<file path="config.mk">
export PLATFORM = sky130hd
export DESIGN_NAME = alu_op_issuer_flat
export DESIGN_NICKNAME = d
export VERILOG_FILES = /design/src/rtl/alu_issue_pkg.sv /design/src/rtl/alu_issue_if.sv /design/src/rtl/alu_issue_fifo.sv /design/src/rtl/alu_op_issuer.sv /design/src/flat_wrapper.sv
export SDC_FILE = /design/constraint.sdc
export NUM_CORES = 1
export LEC_CHECK = 0
export ABC_AREA = 1
export CAP_MARGIN = 20
export CORE_UTILIZATION = 35
export CTS_BUF_LIST = sky130_fd_sc_hd__clkbuf_16
export CTS_CLUSTER_SIZE = 14
export DETAILED_ROUTE_END_ITERATION = 12
export PLACE_DENSITY_LB_ADDON = 0.15
export SETUP_SLACK_MARGIN = 0.15
export SYNTH_ARGS = -nofsm -noshare
export SYNTH_HDL_FRONTEND = slang
export SYNTH_SLANG_ARGS = --single-unit
export TNS_END_PERCENT = 10
</file>
<file path="constraint.sdc">
create_clock -name CLK -period 5.1 [get_ports CLK]
set_input_delay 1.02 -clock CLK [delete_from_list [all_inputs] [get_ports CLK]]
set_output_delay 1.02 -clock CLK [all_outputs]
set_load 0.01 [all_outputs]
</file>
<file path="src/rtl/alu_issue_pkg.sv">
// Shared types and constants for the ALU operation issuer.
package alu_issue_pkg;
  localparam int DW      = 8;   // operand width
  localparam int CW      = 4;   // command width
  localparam int TW      = 4;   // tag width
  localparam int GW      = 5;   // split gap counter width
  localparam int ALU_WIN = 16;  // ALU's operand-pairing window in cycles

  localparam logic [1:0] IV_NONE = 2'b00;
  localparam logic [1:0] IV_A    = 2'b01;
  localparam logic [1:0] IV_B    = 2'b10;
  localparam logic [1:0] IV_AB   = 2'b11;

  typedef enum logic [2:0] {
    ST_IDLE, ST_BEAT1, ST_GAP, ST_BEAT2, ST_WAIT, ST_DONE
  } state_e;

  typedef struct packed {
    logic [TW-1:0] tag;
    logic [GW-1:0] gap;
    logic          bfirst;
    logic          split;
    logic          cin;
    logic          mode;
    logic [CW-1:0] cmd;
    logic [DW-1:0] opb;
    logic [DW-1:0] opa;
  } req_t;

  // A split op whose gap reaches the ALU window will make the ALU flag ERR.
  function automatic logic is_timeout(req_t r);
    return r.split && (int'(r.gap) >= ALU_WIN);
  endfunction
endpackage

</file>
<file path="src/rtl/alu_issue_if.sv">
// Request port, ALU operand port and completion signals of the issuer.
interface alu_issue_if;
  import alu_issue_pkg::*;

  logic          REQ_VALID;
  logic          REQ_READY;
  logic [DW-1:0] REQ_OPA;
  logic [DW-1:0] REQ_OPB;
  logic [CW-1:0] REQ_CMD;
  logic          REQ_MODE;
  logic          REQ_CIN;
  logic          REQ_SPLIT;
  logic          REQ_BFIRST;
  logic [GW-1:0] REQ_GAP;
  logic [TW-1:0] REQ_TAG;
  logic [1:0]    INP_VALID;
  logic [DW-1:0] OPA;
  logic [DW-1:0] OPB;
  logic [CW-1:0] CMD;
  logic          MODE;
  logic          CIN;
  logic          CE;
  logic          DONE;
  logic [TW-1:0] DONE_TAG;
  logic          DONE_TO;

  // Issuer side
  modport slave (
    input  REQ_VALID, REQ_OPA, REQ_OPB, REQ_CMD, REQ_MODE, REQ_CIN,
           REQ_SPLIT, REQ_BFIRST, REQ_GAP, REQ_TAG,
    output REQ_READY, INP_VALID, OPA, OPB, CMD, MODE, CIN, CE,
           DONE, DONE_TAG, DONE_TO
  );

  // Requester / observer side
  modport master (
    output REQ_VALID, REQ_OPA, REQ_OPB, REQ_CMD, REQ_MODE, REQ_CIN,
           REQ_SPLIT, REQ_BFIRST, REQ_GAP, REQ_TAG,
    input  REQ_READY, INP_VALID, OPA, OPB, CMD, MODE, CIN, CE,
           DONE, DONE_TAG, DONE_TO
  );
endinterface

</file>
<file path="src/rtl/alu_issue_fifo.sv">
// Request FIFO: wrap-bit pointers, full/empty from pointer compare, sync reset.
module alu_issue_fifo #(
  parameter int W     = 8,
  parameter int DEPTH = 4,
  localparam int AW   = $clog2(DEPTH)
) (
  input  logic         clk_i,
  input  logic         rst_i,
  input  logic         push_i,
  input  logic         pop_i,
  input  logic [W-1:0] wdata_i,
  output logic [W-1:0] rdata_o,
  output logic         full_o,
  output logic         empty_o,
  output logic [AW:0]  count_o
);
  logic [W-1:0] mem_q [DEPTH];
  logic [AW:0]  wr_q, wr_d, rd_q, rd_d;
  logic         do_push, do_pop;

  assign full_o  = (wr_q[AW] != rd_q[AW]) && (wr_q[AW-1:0] == rd_q[AW-1:0]);
  assign empty_o = (wr_q == rd_q);
  assign count_o = wr_q - rd_q;
  assign do_push = push_i && !full_o;
  assign do_pop  = pop_i && !empty_o;
  assign wr_d    = wr_q + {{AW{1'b0}}, do_push};
  assign rd_d    = rd_q + {{AW{1'b0}}, do_pop};
  assign rdata_o = mem_q[rd_q[AW-1:0]];

  // Pointer state
  always_ff @(posedge clk_i) begin
    if (rst_i) begin
      wr_q <= '0;
      rd_q <= '0;
    end else begin
      wr_q <= wr_d;
      rd_q <= rd_d;
    end
  end

  // Storage; contents are don't-care until written
  always_ff @(posedge clk_i) begin
    if (do_push) mem_q[wr_q[AW-1:0]] <= wdata_i;
  end
endmodule

</file>
<file path="src/rtl/alu_op_issuer.sv">
// Issue stage: buffers whole ALU ops and replays them as one or two operand
// beats, then pulses DONE once the ALU result is valid.
module alu_op_issuer
  import alu_issue_pkg::*;
#(
  parameter int DEPTH    = 4,
  parameter int RES_WAIT = 3
) (
  input  logic        CLK,
  input  logic        RST,
  alu_issue_if.slave  bus
);
  localparam int AW = $clog2(DEPTH);

  state_e        state_q, state_d;
  req_t          op_q, op_d, in_req, head;
  logic [GW-1:0] cnt_q, cnt_d;
  logic [1:0]    iv_q, iv_d;
  logic [DW-1:0] opa_q, opa_d, opb_q, opb_d;
  logic [CW-1:0] cmd_q, cmd_d;
  logic          mode_q, mode_d, cin_q, cin_d, ce_q;
  logic          done_q, done_d, dto_q, dto_d;
  logic [TW-1:0] dtag_q, dtag_d;
  logic          pop, full, empty;
  logic [AW:0]   count;
  logic [$bits(req_t)-1:0] rdata;

  assign in_req = '{tag: bus.REQ_TAG, gap: bus.REQ_GAP, bfirst: bus.REQ_BFIRST,
                    split: bus.REQ_SPLIT, cin: bus.REQ_CIN, mode: bus.REQ_MODE,
                    cmd: bus.REQ_CMD, opb: bus.REQ_OPB, opa: bus.REQ_OPA};
  assign head   = req_t'(rdata);

  alu_issue_fifo #(.W($bits(req_t)), .DEPTH(DEPTH)) u_fifo (
    .clk_i(CLK), .rst_i(RST), .push_i(bus.REQ_VALID), .pop_i(pop),
    .wdata_i(in_req), .rdata_o(rdata), .full_o(full), .empty_o(empty),
    .count_o(count)
  );

  assign bus.REQ_READY = (count != (AW+1)'(DEPTH));
  assign bus.INP_VALID = iv_q;
  assign bus.OPA       = opa_q;
  assign bus.OPB       = opb_q;
  assign bus.CMD       = cmd_q;
  assign bus.MODE      = mode_q;
  assign bus.CIN       = cin_q;
  assign bus.CE        = ce_q;
  assign bus.DONE      = done_q;
  assign bus.DONE_TAG  = dtag_q;
  assign bus.DONE_TO   = dto_q;

  // Next state; operand outputs are computed one cycle ahead so every beat
  // is registered exactly while its FSM state is current.
  always_comb begin
    state_d = state_q;
    op_d    = op_q;
    cnt_d   = cnt_q;
    iv_d    = IV_NONE;
    opa_d   = opa_q;
    opb_d   = opb_q;
    cmd_d   = cmd_q;
    mode_d  = mode_q;
    cin_d   = cin_q;
    done_d  = 1'b0;
    dtag_d  = dtag_q;
    dto_d   = dto_q;
    pop     = 1'b0;
    case (state_q)
      ST_IDLE, ST_DONE: begin
        // DONE also pops so the next op issues right behind the pulse
        if (!empty) begin
          pop     = 1'b1;
          op_d    = head;
          state_d = ST_BEAT1;
          cmd_d   = head.cmd;
          mode_d  = head.mode;
          cin_d   = head.cin;
          if (!head.split) begin
            iv_d  = IV_AB;
            opa_d = head.opa;
            opb_d = head.opb;
          end else if (head.bfirst) begin
            iv_d  = IV_B;
            opb_d = head.opb;
          end else begin
            iv_d  = IV_A;
            opa_d = head.opa;
          end
        end
      end
      ST_BEAT1: begin
        if (!op_q.split) begin
          state_d = ST_WAIT;
          cnt_d   = GW'(RES_WAIT - 1);
        end else if (op_q.gap != '0) begin
          state_d = ST_GAP;
          cnt_d   = op_q.gap - 1'b1;
        end else begin
          state_d = ST_BEAT2;
          if (op_q.bfirst) begin iv_d = IV_A; opa_d = op_q.opa; end
          else             begin iv_d = IV_B; opb_d = op_q.opb; end
        end
      end
      ST_GAP: begin
        if (cnt_q == '0) begin
          state_d = ST_BEAT2;
          if (op_q.bfirst) begin iv_d = IV_A; opa_d = op_q.opa; end
          else             begin iv_d = IV_B; opb_d = op_q.opb; end
        end else begin
          cnt_d = cnt_q - 1'b1;
        end
      end
      ST_BEAT2: begin
        state_d = ST_WAIT;
        cnt_d   = GW'(RES_WAIT - 1);
      end
      ST_WAIT: begin
        if (cnt_q == '0) begin
          state_d = ST_DONE;
          done_d  = 1'b1;
          dtag_d  = op_q.tag;
          dto_d   = is_timeout(op_q);
        end else begin
          cnt_d = cnt_q - 1'b1;
        end
      end
      default: state_d = ST_IDLE;
    endcase
  end

  // State and output registers; CE stays high so the ALU's own reset works
  always_ff @(posedge CLK) begin
    if (RST) begin
      state_q <= ST_IDLE;
      op_q    <= '0;
      cnt_q   <= '0;
      iv_q    <= IV_NONE;
      opa_q   <= '0;
      opb_q   <= '0;
      cmd_q   <= '0;
      mode_q  <= 1'b0;
      cin_q   <= 1'b0;
      ce_q    <= 1'b1;
      done_q  <= 1'b0;
      dtag_q  <= '0;
      dto_q   <= 1'b0;
    end else begin
      state_q <= state_d;
      op_q    <= op_d;
      cnt_q   <= cnt_d;
      iv_q    <= iv_d;
      opa_q   <= opa_d;
      opb_q   <= opb_d;
      cmd_q   <= cmd_d;
      mode_q  <= mode_d;
      cin_q   <= cin_d;
      ce_q    <= 1'b1;
      done_q  <= done_d;
      dtag_q  <= dtag_d;
      dto_q   <= dto_d;
    end
  end
endmodule

</file>
<file path="src/flat_wrapper.sv">
// flat-port wrapper written by rule: the top's interface ports become plain ports
module alu_op_issuer_flat import alu_issue_pkg::*;
#(
  parameter int DEPTH    = 4,
  parameter int RES_WAIT = 3
)
  (CLK, RST, bus_REQ_VALID, bus_REQ_OPA, bus_REQ_OPB, bus_REQ_CMD, bus_REQ_MODE, bus_REQ_CIN, bus_REQ_SPLIT, bus_REQ_BFIRST, bus_REQ_GAP, bus_REQ_TAG, bus_REQ_READY, bus_INP_VALID, bus_OPA, bus_OPB, bus_CMD, bus_MODE, bus_CIN, bus_CE, bus_DONE, bus_DONE_TAG, bus_DONE_TO);
  alu_issue_if bus_i ();
  input  logic CLK;
  input  logic RST;
  input wire logic [$bits(bus_i.REQ_VALID)-1:0] bus_REQ_VALID;
  input wire logic [$bits(bus_i.REQ_OPA)-1:0] bus_REQ_OPA;
  input wire logic [$bits(bus_i.REQ_OPB)-1:0] bus_REQ_OPB;
  input wire logic [$bits(bus_i.REQ_CMD)-1:0] bus_REQ_CMD;
  input wire logic [$bits(bus_i.REQ_MODE)-1:0] bus_REQ_MODE;
  input wire logic [$bits(bus_i.REQ_CIN)-1:0] bus_REQ_CIN;
  input wire logic [$bits(bus_i.REQ_SPLIT)-1:0] bus_REQ_SPLIT;
  input wire logic [$bits(bus_i.REQ_BFIRST)-1:0] bus_REQ_BFIRST;
  input wire logic [$bits(bus_i.REQ_GAP)-1:0] bus_REQ_GAP;
  input wire logic [$bits(bus_i.REQ_TAG)-1:0] bus_REQ_TAG;
  output wire logic [$bits(bus_i.REQ_READY)-1:0] bus_REQ_READY;
  output wire logic [$bits(bus_i.INP_VALID)-1:0] bus_INP_VALID;
  output wire logic [$bits(bus_i.OPA)-1:0] bus_OPA;
  output wire logic [$bits(bus_i.OPB)-1:0] bus_OPB;
  output wire logic [$bits(bus_i.CMD)-1:0] bus_CMD;
  output wire logic [$bits(bus_i.MODE)-1:0] bus_MODE;
  output wire logic [$bits(bus_i.CIN)-1:0] bus_CIN;
  output wire logic [$bits(bus_i.CE)-1:0] bus_CE;
  output wire logic [$bits(bus_i.DONE)-1:0] bus_DONE;
  output wire logic [$bits(bus_i.DONE_TAG)-1:0] bus_DONE_TAG;
  output wire logic [$bits(bus_i.DONE_TO)-1:0] bus_DONE_TO;
  assign bus_i.REQ_VALID = bus_REQ_VALID;
  assign bus_i.REQ_OPA = bus_REQ_OPA;
  assign bus_i.REQ_OPB = bus_REQ_OPB;
  assign bus_i.REQ_CMD = bus_REQ_CMD;
  assign bus_i.REQ_MODE = bus_REQ_MODE;
  assign bus_i.REQ_CIN = bus_REQ_CIN;
  assign bus_i.REQ_SPLIT = bus_REQ_SPLIT;
  assign bus_i.REQ_BFIRST = bus_REQ_BFIRST;
  assign bus_i.REQ_GAP = bus_REQ_GAP;
  assign bus_i.REQ_TAG = bus_REQ_TAG;
  assign bus_REQ_READY = bus_i.REQ_READY;
  assign bus_INP_VALID = bus_i.INP_VALID;
  assign bus_OPA = bus_i.OPA;
  assign bus_OPB = bus_i.OPB;
  assign bus_CMD = bus_i.CMD;
  assign bus_MODE = bus_i.MODE;
  assign bus_CIN = bus_i.CIN;
  assign bus_CE = bus_i.CE;
  assign bus_DONE = bus_i.DONE;
  assign bus_DONE_TAG = bus_i.DONE_TAG;
  assign bus_DONE_TO = bus_i.DONE_TO;
  alu_op_issuer #(.DEPTH(DEPTH), .RES_WAIT(RES_WAIT)) u_core (.CLK(CLK), .RST(RST), .bus(bus_i));
endmodule
</file>
== Yosys cells after proc, flatten, opt, wreduce, memory -nomap -nowiden ==
Memory sizes are Yosys's and may differ from the RTL's. A register that Yosys moved wholly into a read port is not among the register bits.
Cells that the tools add are included.
Cells by class
  $add $sub $neg: 5
  magnitude comparators: 1
  equality and inequality tests: 18
  muxes and demuxes: 40
  bitwise gates (word level): 2
  reductions and logical operators: 20
Operator list (number)
  $mux W8: 14
  $pmux W8 S3: 2
  $mux W2: 8
  $mux W5: 3
  $pmux W3 S5: 1
  $pmux W5 S3: 1
  $mux W3: 4
  $reduce_and A6 Y1: 2
  $sub A5 B1 Y5 const B: 2
  $ne A3 B3 Y1 const B: 3
  $add A3 B1 Y3: 2
  $eq A3 B2 Y1 const B: 2
  $eq A3 B3 Y1 const B: 2
  $mux W1: 6
  $ne A2 B1 Y1 const B: 3
  $ne A2 B2 Y1 const B: 3
  $pmux W2 S3: 1
  $reduce_and A3 Y1: 2
  $reduce_bool A3 Y1: 2
  $reduce_or A2 Y1: 3
  $ge A5 B5 Y1 const B: 1
  $logic_not A5 Y1: 1
  $reduce_bool A5 Y1: 1
  $logic_and A1 B1 Y1: 4
  other kinds (10): 13
Word-level totals
  flip-flop bits (word level): 71
  RAM bits: 132
  bits of input ports: 36
  output and inout port bits: 32
  logic and storage cells: 106
  memories kept: 1
Memory list
  u_core.u_fifo.mem_q: words 4, bits a word 33, rd ports 1, clocked after memory_dff 1, write ports 1, RTL line alu_issue_fifo.sv:17  | logic [W-1:0] mem_q [DEPTH];

== Logic depth before layout (Yosys ltp) ==
  word-level depth: 6
  depth in mapped cells: 13
  gate-level depth less buffers: 10

== Hierarchy ==
A second synthesis with hierarchy kept.
Second synthesis, totals
  cells, all modules: 890
  area, all modules: 8871.0 um2
Modules (own cells, without submodules)
  alu_issue_fifo: instances 1, cells an instance 438, area each 5789.3 um2, sequential area each 4083.9 um2
  alu_op_issuer: instances 1, cells an instance 452, area each 3081.7 um2, sequential area each 1301.2 um2

== Worst setup path before layout ==
Ideal clock, no wire load.
  path kind: register to register
  start point: reg u_core.u_fifo.rd_q[1]
  end point: mem u_core.u_fifo.mem_q[0][0] (netlist bit), enable pin
  setup time: 0.464 ns
  arrival: 3.596 ns
  required time: 4.636 ns
  path slack: 1.039 ns
  stages on the path, launching flop included: 8
  buffers on the path: 2
  clock period less this slack: 4.061 ns
  path through: dfxtp_1 > buf_2 > inv_2 > clkbuf_1 > ha_1 > nand2_1 > o21ai_0 > nor3_1
On the way
  cells in the longest elaborated chain, start to end: 6
Ends and longest elaborated chain
  start: declaration: RTL line alu_issue_fifo.sv:18  | logic [AW:0] wr_q, wr_d, rd_q, rd_d;
  start signal: assignment: RTL line alu_issue_fifo.sv:37  | rd_q <= rd_d;
  $eq A2 B2 Y1: RTL line alu_issue_fifo.sv:21  | assign full_o = (wr_q[AW] != rd_q[AW]) && (wr_q[AW-1:0] == rd_q[AW-1:0]);
  $logic_and A1 B1 Y1: RTL line alu_issue_fifo.sv:21
  $logic_not A1 Y1: RTL line alu_issue_fifo.sv:24  | assign do_push = push_i && !full_o;
  $logic_and A1 B1 Y1: RTL line alu_issue_fifo.sv:24
  $mux W1: RTL line alu_issue_fifo.sv:43  | if (do_push) mem_q[wr_q[AW-1:0]] <= wdata_i;
  $mux W1 (implied by the code): RTL line alu_issue_fifo.sv:43
  end: declaration: RTL line alu_issue_fifo.sv:17
No other way between the ends.

== Final worst setup path ==
  start point: reg u_core.u_fifo.rd_q[1]
  end point: out bus_REQ_READY
On the way
  cells in the longest elaborated chain, start to end: 2
Ends and longest elaborated chain
  $sub A3 B3 Y3: RTL line alu_issue_fifo.sv:23  | assign count_o = wr_q - rd_q;
  $ne A3 B3 Y1: RTL line alu_op_issuer.sv:39  | assign bus.REQ_READY = (count != (AW+1)'(DEPTH));
  end: declaration: RTL line flat_wrapper.sv:21  | output wire logic [$bits(bus_i.REQ_READY)-1:0] bus_REQ_READY;
No other way between the ends.

==> summary.txt <==
Status = finished, final reports clean
Cell Rows = 55
Core area = 22850 sq um
Cts bufs inserted = 22
Final slew viol count = 0
Pin count of the biggest net entering global routing = 70
First-pass GRT wire length = 29.24 mm
Placer congestion estimate = 0.7887
CTS tree = done
Crit end category = output port
Simple-gate share of the synthesized area = 0.1758
Max VDD drop = 184.1 uV
Die Ht = 155.5 um
DP HPWL = 10.43 mm
Commonest non-fill, non-tap cell in the layout = nand2_1
Number of buffers added on ports = 66
Peak Freq = 0.2857 GHz
Power Density = 572.7 nW/um^2
TritonCTS sink count = 203
Synth Net Count = 871
Vias in the first global route = 5307
Gr ovfl total = 0
EDFF count, synth = 132
Reg clk slew, reported paths = 0.06 ns
WL final = 18.36 mm
Top sig layer = met4
Die footprint = 24160 sq um
Max clock buf depth = 3
Crit path max fanout = 36
Largest family of logic cells by synthesized area = simple AND/OR/NAND/NOR gates
Initial antenna violation count = 0
Antenna Nets Post-Route = 0
Later-pin clock latency in the skew report = 0.50 ns
CTS root buf = clkbuf_16
Rel. slew slack = 0.3773
Post-route cell area = 9915 sq um
Post-CTS setup buffers = 0
Nets = 928
Share of cells above drive strength 1 = 0.06452
Multi-input logic area = 2435 sq um
Drt drc = 0
Mapped Area = 8242 sq um
Vias/cell = 4.641
Mux contribution to synthesized area = 0
Critical path, cell by cell = buf_4 > inv_2 > ha_1 > a21oi_1 > a21oi_1 > o21ai_0 > clkdlybuf4s50_1
Initial cell density of the core = 0.3607
Tcrit/Tclk final = 0.6863
Post-synthesis adder-cell area fraction = 0.01366
Synth cell types = 29
Least-Margin Pin Slew = 0.9318 ns
Hold_buf cts = 0
Cells after synthesis = 826
LEAKAGE = 0.003808 uW
WL met1 = 9.081 mm
Via Count = 5625
H-tree depth = 1
Post-synthesis compound-gate area fraction = 0.09777
Die X = 155.5 um
WL/cell = 15.15 um
Max-Cap Viols = 0
Startpoint Class = flip-flop
GRT Resource Usage Total = 0.1576
CP required = 4.08 ns
CP max stage delay = 0.56 ns
Diode count = 0
Xor/xnor cell area share of the yosys netlist = 0.005313
Critical path type = reg -> out
Tightest Hold Check Type = reg -> reg
Length of routed met2 wiring = 8.221 mm
DRT Pass-1 Iters = 4
Syn-to-layout area delta = 20.30%
CP arrival = 2.48 ns
Most common cell on crit path = a21oi_1
Async SR Flop Fraction = 0
Min cycle time layout = 3.500 ns
Register Area = 5386 sq um
Ports = 68
Setup Total Neg Slack = 0 ns
Crit path max-delay cell type = clkdlybuf4s50_1
1st-iter DRT viols = 347
Yosys reg bits = 203
Fillers = 2218
DP Area = 9168 sq um
Skew final = 0.01276 ns
Final setup viols = 0
Synth Flop Type = edfxtp_1
Final hold viol count = 0
Synthesized area per cell = 9.978 sq um
Seq/Total Area, Yosys = 0.6534
Commonest non-fill, non-tap cells in the layout = 168 x nand2_1, 132 x edfxtp_1, 109 x nor2_1
WL met3 = 679 um
Synth warnings = 0
CTS resizes = 0
RSZ-0062 raised after global routing = false
Final Total Pwr = 5678 uW
==> synthesized netlist by cell type (6+ instances only) <==
library cell | number | share of area
edfxtp_1 | 132 | 0.48
a21oi_1 | 44 | 0.027
inv_1 | 53 | 0.024
clkbuf_1 | 18 | 0.0082
buf_2 | 16 | 0.0097
ha_1 | 9 | 0.014
nand3_1 | 59 | 0.036
nor2_1 | 109 | 0.050
o22ai_1 | 16 | 0.012
buf_4 | 6 | 0.0055
o21ai_0 | 93 | 0.056
nand2_1 | 168 | 0.077
dfxtp_1 | 71 | 0.17
==> worst paths after layout <==
path                               from                     to  slack, ns  cells after the start
hold reg to reg      u_core.bus.DONE_TO     u_core.bus.DONE_TO       0.47                      2
setup / recovery  u_core.u_fifo.rd_q[1]          bus_REQ_READY       1.60                      7
setup reg to reg  u_core.u_fifo.rd_q[1]  u_core.u_fifo.rd_q[2]       2.35                     11
hold / removal       u_core.bus.DONE_TO     u_core.bus.DONE_TO       0.47                      2
==> worst max-delay path: cells and delay by family (launching register included) <==
kind,cells,cell delay [ns]
buffers and inverters,3,1.02
AOI/OAI and AO/OA,3,0.36
DFF,1,0.30
adders and majority gates,1,0.29
==> final cells by class <==
type / count / share of cell area
inverters: 59 / 0.02284
multi-input cells: 522 / 0.2456
clock inverters: 17 / 0.01729
flip-flops and latches: 203 / 0.5433
repair buffers: 75 / 0.07345
clock buffers: 23 / 0.05805
well taps: 313 / 0.03950
==> flip-flops by register name (all words and copies together), names as in the netlist, 2 cells and up <==
signal,cells
u_core.u_fifo.mem_q,132
u_core.op_q,27
u_core.bus.OPA,8
u_core.bus.OPB,8
u_core.cnt_q,5
u_core.bus.CMD,4
u_core.bus.DONE_TAG,4
u_core.state_q,3
u_core.u_fifo.rd_q,3
u_core.u_fifo.wr_q,3
u_core.bus.INP_VALID,2
==> metrics by stage <==
stage	utilization	setup slack [ns]	instances	hold slack (ns)
after detailed placement	0.4013	2.080	1172	0.4613
after global placement	0.4013	2.058	1172	0.4562
after floorplan	-	1.039	826	0.4496
after global routing	0.4340	1.387	1212	0.5022
after CTS	0.4340	1.539	1212	0.4713
final	0.4340	1.600	1212	0.4692
==> routing by layer <==
| metal | vias up | track usage |
|---|---|---|
| li1 | 2902 | - |
| met1 | 2613 | 0.2250 |
| met2 | 83 | 0.2443 |
| met3 | 27 | 0.02507 |
| met4 | 0 | 0.05135 |
| met5 | - | 0 |
==> report_power, final <==
part           switching, uW  internal (uW)
logic                   1210            661
registers                138           2050
clock network            611           1010
total                   1960           3720
==> logic make-up after synthesis <==
family,Yosys count
compound gates,156
xor+xnor,5
fa+ha+maj,9
buf+inv,101
flops,203
other cells,1
simple gates,351
Power figures use the tool's default switching activity.
